[src/rtl/sysreg_spr_bank_if.sv]
// Request/response bundle for the banked stack-pointer register file.
// The requester side (execute stage) drives the *_REQ strobes and data.
// The register bank returns the selected value, save-stack status and fault state.
interface sysreg_spr_bank_if #(
  parameter int N     = 32,
  parameter int BANKS = 2,
  parameter int DEPTH = 4,
  localparam int BW   = (BANKS > 1) ? $clog2(BANKS) : 1,
  localparam int CW   = $clog2(DEPTH + 1)
);
  logic [BW-1:0] iBANK_SEL;
  logic          iREGIST_REQ;
  logic [N-1:0]  iREGIST_DATA;
  logic          iADJ_REQ;
  logic          iADJ_DIR;
  logic          iLIMIT_REQ;
  logic [N-1:0]  iLIMIT_DATA;
  logic          iSAVE_REQ;
  logic          iRESTORE_REQ;
  logic          iFAULT_CLEAR;
  logic [N-1:0]  oINFO_DATA;
  logic [CW-1:0] oSTACK_COUNT;
  logic          oSAVE_FULL;
  logic          oSAVE_EMPTY;
  logic          oFAULT;
  logic [1:0]    oFAULT_CODE;

  modport master (
    output iBANK_SEL, iREGIST_REQ, iREGIST_DATA, iADJ_REQ, iADJ_DIR,
           iLIMIT_REQ, iLIMIT_DATA, iSAVE_REQ, iRESTORE_REQ, iFAULT_CLEAR,
    input  oINFO_DATA, oSTACK_COUNT, oSAVE_FULL, oSAVE_EMPTY, oFAULT, oFAULT_CODE
  );

  modport slave (
    input  iBANK_SEL, iREGIST_REQ, iREGIST_DATA, iADJ_REQ, iADJ_DIR,
           iLIMIT_REQ, iLIMIT_DATA, iSAVE_REQ, iRESTORE_REQ, iFAULT_CLEAR,
    output oINFO_DATA, oSTACK_COUNT, oSAVE_FULL, oSAVE_EMPTY, oFAULT, oFAULT_CODE
  );
endinterface

[src/rtl/sysreg_spr_bank.sv]
// Banked stack-pointer registers, one per privilege mode, each with a lower
// stack limit, plus a LIFO save stack used on nested exception entry/return.
// All requests address the bank chosen by iBANK_SEL; faults latch stickily.
module sysreg_spr_bank #(
  parameter int N      = 32,
  parameter int BANKS  = 2,
  parameter int DEPTH  = 4,
  parameter int STRIDE = 4,
  localparam int BW    = (BANKS > 1) ? $clog2(BANKS) : 1,
  localparam int CW    = $clog2(DEPTH + 1),
  localparam int SW    = (DEPTH > 1) ? $clog2(DEPTH) : 1
) (
  input logic            iCLOCK,
  input logic            iRESET_SYNC,
  sysreg_spr_bank_if.slave bus
);

  localparam logic [N-1:0] STRIDE_N = N'(STRIDE);
  localparam logic [N:0]   STRIDE_X = (N + 1)'(STRIDE);

  logic [N-1:0]  bank_q  [BANKS];
  logic [N-1:0]  limit_q [BANKS];
  logic [N-1:0]  stack_q [DEPTH];
  logic [CW-1:0] count_q, count_d;
  logic          fault_q, fault_d;
  logic [1:0]    code_q, code_d;

  logic [BW-1:0] sel;
  logic [N-1:0]  cur, lim, top, bank_d;
  logic [N:0]    dec_full;
  logic [SW-1:0] top_idx, push_idx;
  logic          empty, full, swap, push, pop;
  logic          overflow, underflow, lim_fault;
  logic [1:0]    new_code;

  // Out-of-range bank selects fold onto bank 0 so every request has a target.
  always_comb begin
    sel = (int'(bus.iBANK_SEL) < BANKS) ? bus.iBANK_SEL : '0;
  end

  // Next bank value, save-stack movement and fault causes for this cycle.
  always_comb begin
    cur      = bank_q[sel];
    lim      = limit_q[sel];
    empty    = (count_q == '0);
    full     = (count_q == CW'(DEPTH));
    top_idx  = SW'(count_q - 1'b1);
    push_idx = SW'(count_q);
    top      = stack_q[top_idx];

    // Save and restore together on a non-empty stack exchange bank and top.
    swap      = bus.iSAVE_REQ & bus.iRESTORE_REQ & ~empty;
    pop       = bus.iRESTORE_REQ & ~empty & ~bus.iSAVE_REQ;
    push      = bus.iSAVE_REQ & ~swap & ~full;
    overflow  = bus.iSAVE_REQ & ~swap & full;
    underflow = bus.iRESTORE_REQ & empty;

    // The borrow bit catches wrap below zero even when the limit is 0.
    dec_full  = {1'b0, cur} - STRIDE_X;
    lim_fault = 1'b0;
    bank_d    = cur;
    if (bus.iREGIST_REQ) begin
      bank_d = bus.iREGIST_DATA;
    end else if (swap || pop) begin
      bank_d = top;
    end else if (bus.iADJ_REQ) begin
      if (bus.iADJ_DIR) begin
        bank_d = cur + STRIDE_N;
      end else if (!dec_full[N] && (dec_full[N-1:0] >= lim)) begin
        bank_d = dec_full[N-1:0];
      end else begin
        lim_fault = 1'b1;
      end
    end

    count_d = count_q;
    if (push) count_d = count_q + 1'b1;
    else if (pop) count_d = count_q - 1'b1;

    new_code = underflow ? 2'd3 : overflow ? 2'd2 : lim_fault ? 2'd1 : 2'd0;

    // A clear opens the latch; a fault arriving in the same cycle still lands.
    fault_d = fault_q;
    code_d  = code_q;
    if (bus.iFAULT_CLEAR) begin
      fault_d = 1'b0;
      code_d  = 2'd0;
    end
    if ((new_code != 2'd0) && (!fault_q || bus.iFAULT_CLEAR)) begin
      fault_d = 1'b1;
      code_d  = new_code;
    end
  end

  // Per-bank value and limit registers; only the selected bank ever moves.
  for (genvar gi = 0; gi < BANKS; gi++) begin : g_bank
    always_ff @(posedge iCLOCK) begin
      if (iRESET_SYNC) begin
        bank_q[gi]  <= '0;
        limit_q[gi] <= '0;
      end else if (sel == BW'(gi)) begin
        bank_q[gi] <= bank_d;
        if (bus.iLIMIT_REQ) limit_q[gi] <= bus.iLIMIT_DATA;
      end
    end
  end

  // Save-stack storage always captures the pre-update bank value.
  for (genvar gi = 0; gi < DEPTH; gi++) begin : g_stack
    always_ff @(posedge iCLOCK) begin
      if (iRESET_SYNC) begin
        stack_q[gi] <= '0;
      end else if ((swap && (top_idx == SW'(gi))) || (push && (push_idx == SW'(gi)))) begin
        stack_q[gi] <= cur;
      end
    end
  end

  // Occupancy and sticky fault latch.
  always_ff @(posedge iCLOCK) begin
    if (iRESET_SYNC) begin
      count_q <= '0;
      fault_q <= 1'b0;
      code_q  <= 2'd0;
    end else begin
      count_q <= count_d;
      fault_q <= fault_d;
      code_q  <= code_d;
    end
  end

  assign bus.oINFO_DATA   = cur;
  assign bus.oSTACK_COUNT = count_q;
  assign bus.oSAVE_FULL   = full;
  assign bus.oSAVE_EMPTY  = empty;
  assign bus.oFAULT       = fault_q;
  assign bus.oFAULT_CODE  = code_q;

endmodule

[src/flat_wrapper.sv]
// flat-port wrapper written by rule: the top's interface ports become plain ports
module sysreg_spr_bank_flat 
#(
  parameter int N      = 32,
  parameter int BANKS  = 2,
  parameter int DEPTH  = 4,
  parameter int STRIDE = 4,
  localparam int BW    = (BANKS > 1) ? $clog2(BANKS) : 1,
  localparam int CW    = $clog2(DEPTH + 1),
  localparam int SW    = (DEPTH > 1) ? $clog2(DEPTH) : 1
)
  (iCLOCK, iRESET_SYNC, bus_iBANK_SEL, bus_iREGIST_REQ, bus_iREGIST_DATA, bus_iADJ_REQ, bus_iADJ_DIR, bus_iLIMIT_REQ, bus_iLIMIT_DATA, bus_iSAVE_REQ, bus_iRESTORE_REQ, bus_iFAULT_CLEAR, bus_oINFO_DATA, bus_oSTACK_COUNT, bus_oSAVE_FULL, bus_oSAVE_EMPTY, bus_oFAULT, bus_oFAULT_CODE);
  sysreg_spr_bank_if #(.N(N), .BANKS(BANKS), .DEPTH(DEPTH)) bus_i ();
  input logic iCLOCK;
  input logic iRESET_SYNC;
  input wire logic [$bits(bus_i.iBANK_SEL)-1:0] bus_iBANK_SEL;
  input wire logic [$bits(bus_i.iREGIST_REQ)-1:0] bus_iREGIST_REQ;
  input wire logic [$bits(bus_i.iREGIST_DATA)-1:0] bus_iREGIST_DATA;
  input wire logic [$bits(bus_i.iADJ_REQ)-1:0] bus_iADJ_REQ;
  input wire logic [$bits(bus_i.iADJ_DIR)-1:0] bus_iADJ_DIR;
  input wire logic [$bits(bus_i.iLIMIT_REQ)-1:0] bus_iLIMIT_REQ;
  input wire logic [$bits(bus_i.iLIMIT_DATA)-1:0] bus_iLIMIT_DATA;
  input wire logic [$bits(bus_i.iSAVE_REQ)-1:0] bus_iSAVE_REQ;
  input wire logic [$bits(bus_i.iRESTORE_REQ)-1:0] bus_iRESTORE_REQ;
  input wire logic [$bits(bus_i.iFAULT_CLEAR)-1:0] bus_iFAULT_CLEAR;
  output wire logic [$bits(bus_i.oINFO_DATA)-1:0] bus_oINFO_DATA;
  output wire logic [$bits(bus_i.oSTACK_COUNT)-1:0] bus_oSTACK_COUNT;
  output wire logic [$bits(bus_i.oSAVE_FULL)-1:0] bus_oSAVE_FULL;
  output wire logic [$bits(bus_i.oSAVE_EMPTY)-1:0] bus_oSAVE_EMPTY;
  output wire logic [$bits(bus_i.oFAULT)-1:0] bus_oFAULT;
  output wire logic [$bits(bus_i.oFAULT_CODE)-1:0] bus_oFAULT_CODE;
  assign bus_i.iBANK_SEL = bus_iBANK_SEL;
  assign bus_i.iREGIST_REQ = bus_iREGIST_REQ;
  assign bus_i.iREGIST_DATA = bus_iREGIST_DATA;
  assign bus_i.iADJ_REQ = bus_iADJ_REQ;
  assign bus_i.iADJ_DIR = bus_iADJ_DIR;
  assign bus_i.iLIMIT_REQ = bus_iLIMIT_REQ;
  assign bus_i.iLIMIT_DATA = bus_iLIMIT_DATA;
  assign bus_i.iSAVE_REQ = bus_iSAVE_REQ;
  assign bus_i.iRESTORE_REQ = bus_iRESTORE_REQ;
  assign bus_i.iFAULT_CLEAR = bus_iFAULT_CLEAR;
  assign bus_oINFO_DATA = bus_i.oINFO_DATA;
  assign bus_oSTACK_COUNT = bus_i.oSTACK_COUNT;
  assign bus_oSAVE_FULL = bus_i.oSAVE_FULL;
  assign bus_oSAVE_EMPTY = bus_i.oSAVE_EMPTY;
  assign bus_oFAULT = bus_i.oFAULT;
  assign bus_oFAULT_CODE = bus_i.oFAULT_CODE;
  sysreg_spr_bank #(.N(N), .BANKS(BANKS), .DEPTH(DEPTH), .STRIDE(STRIDE)) u_core (.iCLOCK(iCLOCK), .iRESET_SYNC(iRESET_SYNC), .bus(bus_i));
endmodule
[config.mk]
export PLATFORM = sky130hd
export DESIGN_NAME = sysreg_spr_bank_flat
export DESIGN_NICKNAME = d
export VERILOG_FILES = /design/src/rtl/sysreg_spr_bank_if.sv /design/src/rtl/sysreg_spr_bank.sv /design/src/flat_wrapper.sv
export SDC_FILE = /design/constraint.sdc
export NUM_CORES = 1
export LEC_CHECK = 0
export BUFFER_PORTS_ARGS = -buffer_cell sky130_fd_sc_hd__buf_2
export CAP_MARGIN = 10
export CORE_UTILIZATION = 40
export DETAILED_ROUTE_END_ITERATION = 12
export SLEW_MARGIN = 0
export SYNTH_ARGS = -nofsm -noshare
export SYNTH_HDL_FRONTEND = slang
export SYNTH_SLANG_ARGS = --single-unit
[constraint.sdc]
create_clock -name iCLOCK -period 8.85 [get_ports iCLOCK]
set_input_delay 0.4425 -clock iCLOCK [delete_from_list [all_inputs] [get_ports iCLOCK]]
set_output_delay 0.4425 -clock iCLOCK [all_outputs]
set_load 0.02 [all_outputs]
==> impl_metrics.py <==
metrics = {
    "timing": {
        "setup_viol": 0,
        "finalHoldViolations": 0,
        "rsz0062_at_grt": "no",
        "relSlewSlack": 0.218,
        "tightest_slew_ps": 1140,
        "final_max_slew_viol_count": 0,
        "finalCritPeriodShare": 0.768,
        "max_freq_ghz": 0.147,
        "whs_ps": 189,
        "finClkSkew_ps": 20.0,
        "tns_ps": 0,
        "finalCriticalPeriod_ps": 6790,
    },
    "synthesis": {
        "syn_area_mm2": 0.0146,
        "synth_top_family_by_area": "simple AND/OR/NAND/NOR gates",
        "yosysTopAreaCellShare": 0.526,
        "synth_simple_gate_area_share": 0.171,
        "syn_inst": 1279,
        "synth_fa_ha_area_frac": 0.0359,
        "synth_edf_count": 256,
        "yosys.area.top_type": "edfxtp_1",
        "synthTopCellsByArea": "edfxtp_1, nor2_1, mux4_2, mux2i_1, ha_1",
        "yosysSeqAreaShare": 0.534,
        "synth_xor_xnor_area_share": 0.0227,
        "synth_top_flop_cell": "edfxtp_1",
        "synth_mux_area_frac": 0.102,
        "yosysWarnings": 0,
        "synth_seq_cells": 262,
        "synthArstFlopShare": 0,
        "synth-compound-area-share": 0.0961,
        "synth_nets": 1395,
        "synth.distinct_cells": 84,
        "synth_area_per_cell_um2": 11.4,
    },
    "worst_hold_path": {
        "whs_path_depth": 4,
        "min_from": "bus_iFAULT_CLEAR",
        "min_path_type": "input pin to flip-flop",
        "min_to": "u_core.bus.oFAULT_CODE[0]",
    },
    "cts": {
        "post_cts_resized": 0,
        "h-tree-depth": 1,
        "clock-sinks": 262,
        "clk_latency_ps": 570,
        "post_cts_buffers": 0,
        "cts_tree": "done",
        "cts_root_buf": "clkbuf_16",
        "cts_buffers": 29,
        "clockBufferDepth": 3,
        "cts_hold_repair.buffers": 0,
        "clkTransAtPathRegs_ps": 60,
    },
    "die": {
        "start_util": 0.409,
        "coreArea_mm2": 0.0357,
        "fp.dieArea_mm2": 0.0373,
        "ios": 114,
        "die-height_um": 193,
        "die_x_um": 193,
        "fp-row-count": 69,
    },
    "detailed_routing": {
        "wire_per_inst_um": 23.3,
        "vias": 11000,
        "routed_via_density": 5.94,
        "route.detailed.drc": 7,
        "firstDrtPassIters": 10,
        "routed_wl_um": 43100,
        "ant_nets": 0,
        "drt_iter0_markers": 1114,
    },
    "setup_path": {
        "crit_path_top_delay_cell": "mux2i_1",
        "cp_max_fo": 62,
        "required_ps": 9140,
        "rrSetupSlack_ps": 2230,
        "slowest_delay_ps": 1020,
        "critPathTopFamily": "simple AND/OR/NAND/NOR gates",
        "r2r-end": "u_core.bank_q[1][2]",
        "r2r-start": "u_core.bank_q[1][2]",
        "crit_chain": "buf_4 > buf_4 > mux2i_1 > inv_1 > nor4_2 > o21ai_1 > xnor2_1 > inv_1 > ha_1 > nand2_1 > or4_1 > a21oi_1 > or3_1 > o21a_1 > o211ai_1 > a311oi_1 > nor3_1",
        "path_buf_inv": 4,
        "critPathKind": "input pin to flip-flop",
        "worstPathArrival_ps": 7080,
        "worstSetupStartpointType": "input pin",
        "endpoint_kind": "flip-flop",
        "reg2reg_depth": 17,
        "critical_path_depth": 17,
    },
    "power": {
        "power_switching_uw": 1100,
        "switching_share": 0.299,
        "power.leakage_uw": 0.00661,
        "power_frac_seq": 0.421,
        "vdd_drop_max_uv": 152,
        "comb_power_share": 0.234,
        "p_clk_frac": 0.345,
        "p_int_uw": 2590,
        "total_power_uw": 3690,
        "powerDensity_mw_per_mm2": 222,
    },
    "flow_run": {
        "drv_cap": 0,
    },
    "place": {
        "place.gp.congestion": 0.920,
        "placed_cells": 1798,
        "dp.final_hpwl_um": 29600,
        "port_buffers": 113,
    },
    "cells_and_area": {
        "fillCellCount": 3359,
        "nNetsFinal": 1484,
        "antenna_cells": 0,
        "drive_above_1_share": 0.191,
        "multi_input_area_mm2": 0.00625,
        "regArea_mm2": 0.00781,
        "instances_no_fill": 1851,
        "synthToLayoutAreaGrowth_pct": 13.7,
    },
    "grt": {
        "grt_pass1_vias": 10800,
        "use_met3": 0.0415,
        "grt_use_total": 0.229,
        "grt_start_max_net_pins": 67,
        "grt_pass1_wl_um": 65400,
        "use_met1": 0.306,
        "overflow": 0,
        "grt_busiest_layer": "met2",
        "antenna_found_initial": 1,
        "met2_usage": 0.380,
    },
    "outcome": {
        "run_status": "finished, violations left",
        "violations": "design-rule violations",
    },
}
==> state kept, by name, summed over array words and instances (netlist names) <==
register and count:
u_core.bus.oFAULT 1, u_core.limit_q 64, u_core.bank_q 64, u_core.bus.oFAULT_CODE 2, u_core.bus.oSTACK_COUNT 3, u_core.stack_q 128
==> cells by family after synthesis <==
logic type	after synthesis
and+or+nand+nor	498
buffers and inverters	135
adders and majority gates	42
DFF	262
xor gates and xnor gates	37
AOI/OAI and AO/OA	201
muxes	104
==> placed cells by master (no fill, tap or decap), types with 10 or more instances in the layout <==
cell type,n
a211oi_1,17
a21oi_1,41
and3_1,75
buf_2,112
buf_4,34
clkbuf_16,29
edfxtp_1,256
ha_1,42
inv_1,42
mux2i_1,60
mux4_2,32
nand2_1,64
nand3_1,28
nand4_1,17
nor2_1,197
nor3_1,49
nor4_1,10
o21ai_0,32
o22ai_1,15
o31ai_1,11
xnor2_1,36
==> power groups by stage <==
stage	clock, µW	combinational (µW)	sequential (µW)
2_1_floorplan	0	585	1570
3_5_place_dp	0	863	1580
3_3_place_gp	0	854	1570
4_1_cts	1290	867	1550
5_1_grt	1340	937	1570
6_report	1280	864	1550
==> worst max-delay path by stage <==
stage | startpoint | to | slack [ps]
after global routing | bus_iBANK_SEL | u_core.bank_q[0][2] | 1670
after detailed placement | bus_iBANK_SEL | u_core.bank_q[1][2] | 1660
after floorplan | bus_iBANK_SEL | u_core.bank_q[0][2] | 2550
after CTS | bus_iBANK_SEL | u_core.bank_q[1][2] | 2210
final | bus_iBANK_SEL | u_core.bank_q[1][2] | 2060
after global placement | bus_iBANK_SEL | u_core.bank_q[1][7] | 1760
==> tightest hold or removal path: stages <==
cell,delay (ps)
buf_2,90
nor2b_1,40
o21ai_0,60
a21oi_1,60
==> synthesized netlist by cell type, drive strengths merged (3+ instances only) <==
| cell type | number |
|---|---|
| mux4 | 32 |
| o22ai | 15 |
| and3 | 75 |
| o21bai | 3 |
| nor4 | 15 |
| o31ai | 11 |
| a21oi | 41 |
| a41oi | 3 |
| nand2b | 5 |
| dfxtp | 6 |
| a211oi | 17 |
| clkbuf | 67 |
| inv | 46 |
| nand3 | 29 |
| edfxtp | 256 |
| o21a | 3 |
| nand4 | 17 |
| or4 | 7 |
| nor2b | 4 |
| o22a | 5 |
| a31o | 4 |
| o211ai | 10 |
| buf | 21 |
| a21o | 9 |
| nor4b | 7 |
| o2111ai | 5 |
| and2 | 7 |
| ha | 42 |
| a311oi | 4 |
| nor3 | 50 |
| nand3b | 7 |
| nand2 | 65 |
| a31oi | 8 |
| or2 | 3 |
| xnor2 | 37 |
| o221ai | 3 |
| o21ai | 36 |
| nand4b | 4 |
| a221o | 4 |
| mux2 | 4 |
| nor2 | 199 |
| mux2i | 68 |
==> stage by stage <==
step                utilization  area [µm²]  setup WS (ps)
floorplan                     -       14600           2550
global placement          0.437       15600           1760
detailed placement        0.437       15600           1660
CTS                       0.465       16600           2210
global route              0.465       16600           1670
finish                    0.465       16600           2060
==> final cells by class <==
class	count	area share
Inverter	47	0.0106
Sequential cell	262	0.470
Clock inverter	18	0.0152
Multi-Input combinational cell	882	0.376
Timing Repair Buffer	146	0.0491
Tap cell	461	0.0347
Clock buffer	35	0.0450
==> metal layers <==
metal / up-vias / part of all wire
li1: 5014 / -
met1: 5409 / 0.41
met2: 495 / 0.48
met3: 83 / 0.083
met4: 0 / 0.027
met5: - / 0
Note: power is estimated with default switching activity, not from simulation.
